$ cat config.mk
export PLATFORM = sky130hd
export DESIGN_NAME = edge_event_arbiter
export DESIGN_NICKNAME = d
export VERILOG_FILES = /design/src/rtl/edge_event_arbiter.sv
export SDC_FILE = /design/constraint.sdc
export NUM_CORES = 1
export LEC_CHECK = 0
export ABC_AREA = 1
export CAP_MARGIN = 20
export CORE_MARGIN = 8
export CORE_UTILIZATION = 40
export CTS_CLUSTER_DIAMETER = 40
export CTS_CLUSTER_SIZE = 12
export DETAILED_ROUTE_END_ITERATION = 16
export GPL_ROUTABILITY_DRIVEN = 0
export HOLD_SLACK_MARGIN = 0.06
export PLACE_DENSITY = 0.72
export SLEW_MARGIN = 20
export SYNTH_ARGS = -nofsm -noshare
export SYNTH_HDL_FRONTEND = slang
export SYNTH_SLANG_ARGS = --single-unit
export TNS_END_PERCENT = 30
$ cat constraint.sdc
create_clock -name clk -period 5 [get_ports clk]
set_input_delay 0.75 -clock clk [delete_from_list [all_inputs] [get_ports clk]]
set_output_delay 0.75 -clock clk [all_outputs]
set_load 0.03 [all_outputs]
$ cat src/rtl/edge_event_arbiter.sv
// Edge-detecting event arbiter: per-channel rising edges become pending
// events served round-robin over a valid/ready port. Optional EDGE_EVENT_ARBITER_OVF_EN.
module edge_event_arbiter #(
  parameter int N_CH = 4,
  localparam int W = (N_CH > 1) ? $clog2(N_CH) : 1
) (
  input  logic            clk,
  input  logic            rst_n,
  input  logic [N_CH-1:0] signal,
  output logic            ev_valid,
  input  logic            ev_ready,
  output logic [W-1:0]    ev_ch,
  output logic [N_CH-1:0] pend,
  output logic [N_CH-1:0] ovf,
  input  logic            ovf_clr
);

  typedef enum logic {
    S_IDLE    = 1'b0,
    S_PRESENT = 1'b1
  } state_e;

  localparam logic [W:0] NC = (W+1)'(N_CH);

  state_e          state_q, state_d;
  logic [N_CH-1:0] sig_prev_q;
  logic [N_CH-1:0] pend_q, pend_d;
  logic [W-1:0]    ev_ch_q, ev_ch_d;
  logic [W-1:0]    rr_q, rr_d;

  logic [N_CH-1:0]   rise;
  logic [2*N_CH-1:0] rot2;
  logic [N_CH-1:0]   rot;
  logic              found;
  logic [W-1:0]      win_off;
  logic [W:0]        win_sum;
  logic [W-1:0]      winner;
  logic [W:0]        nxt_sum;
  logic              load;
  logic [N_CH-1:0]   clr_mask;

  assign rise = signal & ~sig_prev_q;

  // Round-robin search: rotate pending bits so rr_q lands at bit 0
  always_comb begin
    rot2    = {pend_q, pend_q} >> rr_q;
    rot     = rot2[N_CH-1:0];
    found   = 1'b0;
    win_off = '0;
    for (int k = 0; k < N_CH; k++) begin
      if (!found && rot[k]) begin
        found   = 1'b1;
        win_off = k[W-1:0];
      end
    end
    win_sum = {1'b0, rr_q} + {1'b0, win_off};
    if (win_sum >= NC) win_sum = win_sum - NC;
    winner  = win_sum[W-1:0];
    nxt_sum = {1'b0, winner} + {{W{1'b0}}, 1'b1};
    if (nxt_sum >= NC) nxt_sum = '0;
  end

  // Presentation FSM: load a winner when idle or when the current event is taken
  always_comb begin
    state_d  = state_q;
    ev_ch_d  = ev_ch_q;
    rr_d     = rr_q;
    load     = 1'b0;
    clr_mask = '0;
    unique case (state_q)
      S_IDLE: begin
        load = found;
      end
      S_PRESENT: begin
        if (ev_ready) begin
          load = found;
          if (!found) state_d = S_IDLE;
        end
      end
      default: state_d = S_IDLE;
    endcase
    if (load) begin
      state_d          = S_PRESENT;
      ev_ch_d          = winner;
      rr_d             = nxt_sum[W-1:0];
      clr_mask[winner] = 1'b1;
    end
  end

  // A rise in the same cycle as a grant re-arms the pending bit
  always_comb begin
    pend_d = (pend_q & ~clr_mask) | rise;
  end

  // State registers with synchronous active-low reset
  always_ff @(posedge clk) begin
    if (!rst_n) begin
      state_q    <= S_IDLE;
      sig_prev_q <= '0;
      pend_q     <= '0;
      ev_ch_q    <= '0;
      rr_q       <= '0;
    end else begin
      state_q    <= state_d;
      sig_prev_q <= signal;
      pend_q     <= pend_d;
      ev_ch_q    <= ev_ch_d;
      rr_q       <= rr_d;
    end
  end

  assign ev_valid = (state_q == S_PRESENT);
  assign ev_ch    = ev_ch_q;
  assign pend     = pend_q;

`ifdef EDGE_EVENT_ARBITER_OVF_EN
  logic [N_CH-1:0] ovf_q, ovf_d;

  // Sticky overflow: a rise merged into a still-pending bit; set beats clear
  always_comb begin
    ovf_d = (ovf_clr ? '0 : ovf_q) | (rise & pend_q & ~clr_mask);
  end

  // Overflow flag register
  always_ff @(posedge clk) begin
    if (!rst_n) ovf_q <= '0;
    else        ovf_q <= ovf_d;
  end

  assign ovf = ovf_q;
`else
  logic unused_ovf_clr;
  assign unused_ovf_clr = ovf_clr;
  assign ovf = '0;
`endif

endmodule

[Word level (Yosys, flattened, before mapping)]
Cells that the tools add are included.
Storage, ports and cells
  memories kept: 0
  latch bits: 0
  memory bits (writable): 0
  register bits after elaboration: 13
  bits of input ports: 8
  memory bits (read-only): 0
Cells by class
  $add $sub $neg: 3
  bitwise operators: 6
  divide/modulo/power cells: 0
  reduce and logical (&&, ||, !) cells: 7
  muxes and demuxes: 18
  equal/unequal tests: 0
  multipliers: 0
  $lt $le $gt $ge: 4
  shift-type cells: 1
Operators by type and width (number)
  1-bit two-way mux: 11
  4-bit AND: 2
  2-bit two-way mux: 4
  4-bit NOT: 2
  8-bit by 2-bit >> shifter with 4-bit output: 1
  3-bit >= comparator, second input constant: 2
  1-bit logical AND: 4
  4-bit two-way mux: 1
  4-bit OR: 1
  2-bit by 1-bit adder with 3-bit output, second input constant: 1
  2-bit by 2-bit adder with 3-bit output: 1
  1-bit zero test: 3
  2-bit by 3-bit less-than comparator with 1-bit output, second input constant: 1
  1-bit demux with 2-bit select: 1
  2-bit by 1-bit >= comparator with 1-bit output, second input constant: 1
  1-bit case mux with 2 select lines: 1
  2-bit by 1-bit subtractor with 2-bit output, second input constant: 1
  1-bit NOT: 1

[Depth between registers and ports, before layout]
  depth after elaboration: 22
  gate-level depth with buffers: 16

[Least setup slack after synthesis]
Ideal clock, no wire load.
  kind: register to register
  start: register pend_q[2], in the netlist pend[2]
  end: register rr_q[0]
  data arrival time: 1.947 ns
  setup time: 0.070 ns
  setup slack: 2.983 ns
  required time: 4.930 ns
  clock period less this slack: 2.017 ns
  stages on the path, launching flop included: 14
  path buffers: 0
  cell sequence: dfxtp_1 > nand2_1 > nand3_1 > nand3_1 > a21boi_1 > ha_1 > xor2_1 > inv_1 > nand3_1 > nand2_2 > ha_1 > nor2_1 > nand3_1 > a21oi_1
On the way
  longest elaborated chain between the ends: 17
Ends and longest elaborated chain
  start, declared: line 27  | logic [N_CH-1:0] pend_q, pend_d;
  start signal, assigned: line 106  | pend_q <= pend_d;
  8-bit by 2-bit >> shifter with 4-bit output *: line 46  | rot2 = {pend_q, pend_q} >> rr_q;
  1-bit two-way mux: line 51  | if (!found && rot[k]) begin
  1-bit zero test: line 51
  1-bit logical AND: line 51
  1-bit two-way mux: line 51
  1-bit zero test: line 51
  1-bit logical AND: line 51
  1-bit two-way mux: line 51
  [2 not listed]
  2-bit two-way mux *: line 51
  2-bit by 2-bit adder with 3-bit output *: line 56  | win_sum = {1'b0, rr_q} + {1'b0, win_off};
  3-bit >= comparator / 2-bit by 1-bit subtractor with 2-bit output (equally long branches): line 57  | if (win_sum >= NC) win_sum = win_sum - NC;
  2-bit two-way mux *: line 57
  via win_sum[1]: line 36  | logic [W:0] win_sum;
  2-bit by 1-bit adder with 3-bit output *: line 59  | nxt_sum = {1'b0, winner} + {{W{1'b0}}, 1'b1};
  3-bit >= comparator *: line 60  | if (nxt_sum >= NC) nxt_sum = '0;
  2-bit two-way mux *: line 60
  end signal, assigned: line 108  | rr_q <= rr_d;
  end, declared: line 29  | logic [W-1:0] rr_q, rr_d;
Mark *: on every way through the listed nets, which the timed path passes. The rest lies on a longest branch.
A chain may end at the register's enable or synchronous reset.

[Worst setup path after layout]
  start: register rr_q[0]
  end: register rr_q[0]
On the way
  longest elaborated chain between the ends: 17
Ends and longest elaborated chain (line)
  8-bit by 2-bit >> shifter with 4-bit output: 46
  1-bit two-way mux: 51
  1-bit zero test: 51
  1-bit logical AND: 51
  1-bit two-way mux: 51
  1-bit zero test: 51
  1-bit logical AND: 51
  1-bit two-way mux: 51
  [2 not listed]
  2-bit two-way mux: 51
  2-bit by 2-bit adder with 3-bit output *: 56
  3-bit >= comparator / 2-bit by 1-bit subtractor with 2-bit output (equally long branches): 57
  2-bit two-way mux *: 57
  via win_sum[1]: 36
  2-bit by 1-bit adder with 3-bit output *: 59
  3-bit >= comparator *: 60
  2-bit two-way mux *: 60
Marks and branches as above.

==> flow_metrics.tcl <==
set metrics [dict create \
    setup_viol_count_final 0 \
    dpl_cell_area_um2 971 \
    synth_most_common_cell "nand2_1" \
    insertion_delay_ns 0.27 \
    synth_area_leaders "dfxtp_1 (30%), nand2_1 (17%), inv_1 (7.4%)" \
    clockBufferDepth 2 \
    dieArea_mm2 0.00388 \
    remaining_drc_errors 0 \
    period_minus_slack_ns 2.23 \
    synthDistinctLibCells 21 \
    grt-ovfl-total 0 \
    startpoint "rr_q[0]$_SDFFE_PN0N_" \
    hold_slack_ns 0.475 \
    regToRegStartpoint "rr_q[0]$_SDFFE_PN0N_" \
    crit_end "rr_q[0]$_SDFFE_PN0N_" \
    drive_above_1_share_pct 18.0 \
    die_h_um 62.3 \
    cts_hold_buf 0 \
    grt_pass1_wl_um 2760 \
    fin_nets 147 \
    yosysWarnings 0 \
    cts_inserted_buffers 3 \
    drt_pass1_iterations 4 \
    period_share_pct 44.6 \
    dp_cells 156 \
    pin_count 19 \
    grt_pass1_vias 697 \
    ant_nets 0 \
    finalHoldViolations 0 \
    wl_per_cell_um 9.41 \
    initial_core_util_pct 42.8 \
    clock_sinks 13 \
    rrSetupSlack_ns 2.77 \
    skew_ns 0.000215 \
    cp.arrival_ns 2.44 \
    grt_setup_unrepaired "false" \
    cp-end-kind "register" \
    r2r_cells 15 \
    rows 16 \
    power_per_cell_area_mw_per_mm2 658 \
    synth_area_per_cell_um2 7.20 \
    r2r-end "rr_q[0]$_SDFFE_PN0N_" \
    hp-class "register to register" \
    ys_seq_area_share_pct 30.4 \
    dr.first_iter.drc_count 5 \
    peakVddDrop_uv 296 \
    grt_max_degree 13 \
    start_kind "register" \
    cts_root_buffer "clkbuf_4" \
    die_x_um 62.3 \
    tritoncts "yes" \
    synthFlopType "dfxtp_1" \
    ys_async_sr_fraction_pct 0 \
    antenna_found_initial 0 \
    ys_ff_latch 13 \
    htree_levels 1 \
    antenna_cells 0 \
    p_leak_nw 0.535 \
    syn_inst 119 \
    yosysTopAreaCellShare_pct 30.4 \
    status "finished clean" \
    layoutNonFillerInstCount 160 \
    wirelength_um 1510 \
    synth_edf_count 0 \
    io_buffers 13 \
    stdcell_area_um2 997 \
    netlist_top_cells_count "nand2_1 (38), inv_1 (17), dfxtp_1 (13)" \
    drv_slew 0 \
    synth_area_um2 857 \
    via_per_inst 4.48 \
    hpwl_um 1230 \
    crit_fanout 7 \
    coreArea_mm2 0.00200 \
    path_clk_slew_ns 0.07 \
    cts.repair.resized 0 \
    grtUsageTotal_pct 8.40 \
    setup_tns_ns 0 \
    yosysTopAreaCell "dfxtp_1" \
    cts_setup_buffers 0 \
    max_cap_violations 0 \
    fmax_ghz 0.448 \
    finalCoreUtilization_pct 49.8 \
    timing_worst_setup_path_type "register to register" \
    via_count 716 \
    syn2layout_area_growth_pct 16.4 \
    crit_required_ns 5.21 \
]
-- flip-flops by register name, summed over array words and instances, names as in the netlist --
signal,flops
ev_valid,1
sig_prev_q,4
pend,4
ev_ch,2
rr_q,2
-- report_power, final --
part	internal (mW)	leakage (nW)	switching [mW]
clock	0.0309	0.0150	0.0326
combinational	0.163	0.411	0.277
sequential	0.129	0.108	0.0239
-- routing by layer --
metal / global-route usage (%) / part of all wire (%)
met1: 8.02 / 44
met2: 15.3 / 48
met3: 2.15 / 5.2
met4: 5.98 / 2.3
met5: 0 / 0
-- cell usage in the layout, fill, tap and decap left out --
master	instances
a21boi_1	1
a21oi_1	2
clkbuf_1	1
clkbuf_4	3
clkdlybuf4s50_1	13
conb_1	4
dfxtp_1	13
ha_1	5
inv_1	17
inv_2	2
nand2_1	38
nand2_2	5
nand2_4	2
nand3_1	11
nor2_1	3
nor2_2	4
nor2_4	2
nor2_8	1
o21ai_4	1
or2_2	4
xor2_1	1
-- how the worst min path moves through the flow --
stage	start	to	depth (start not counted)
floorplan	sig_prev_q[0]$_SDFF_PN0_	pend[0]$_SDFF_PN0_	2
global placement	sig_prev_q[1]$_SDFF_PN0_	pend[1]$_SDFF_PN0_	2
detailed placement	sig_prev_q[2]$_SDFF_PN0_	pend[2]$_SDFF_PN0_	2
CTS	sig_prev_q[2]$_SDFF_PN0_	pend[2]$_SDFF_PN0_	2
global route	sig_prev_q[2]$_SDFF_PN0_	pend[2]$_SDFF_PN0_	2
finish	sig_prev_q[1]$_SDFF_PN0_	pend[1]$_SDFF_PN0_	2
-- stage by stage --
| stage | worst slack [ns] | power [mW] |
|---|---|---|
| 2_1_floorplan | 2.98 | 0.511 |
| 3_3_place_gp | 2.86 | 0.578 |
| 3_5_place_dp | 2.80 | 0.591 |
| 4_1_cts | 2.77 | 0.666 |
| 5_1_grt | 2.56 | 0.722 |
| 6_report | 2.77 | 0.656 |
-- kinds of logic after synthesis --
logic type | after synthesis | synth area share, %
flops | 13 | 30.4
xor+xnor | 1 | 1.02
simple gates | 70 | 41.5
compound gates | 4 | 3.94
fa+ha+maj | 5 | 7.30
buf+inv | 25 | 15.5
other cells | 1 | 0.438
-- layout make-up --
cell class                      count  area, um^2
Multi-Input combinational cell     84         475
Fill cell                         192        1000
Timing Repair Buffer               13         130
Tap cell                           27        33.8
Inverter                           19        71.3
Clock buffer                        4        26.3
Sequential cell                    13         260
-- worst max-delay path, stage by stage, from the launching register on --
cell	delay, ns
dfxtp_1	0.45
inv_2	0.08
nand2_1	0.08
nand3_1	0.08
nand2_2	0.11
nand3_1	0.08
a21boi_1	0.13
ha_1	0.17
xor2_1	0.19
inv_1	0.06
nand3_1	0.09
nand2_2	0.11
ha_1	0.21
nor2_1	0.09
nand3_1	0.08
a21oi_1	0.13
No activity file was read; power rests on OpenSTA's default activity.
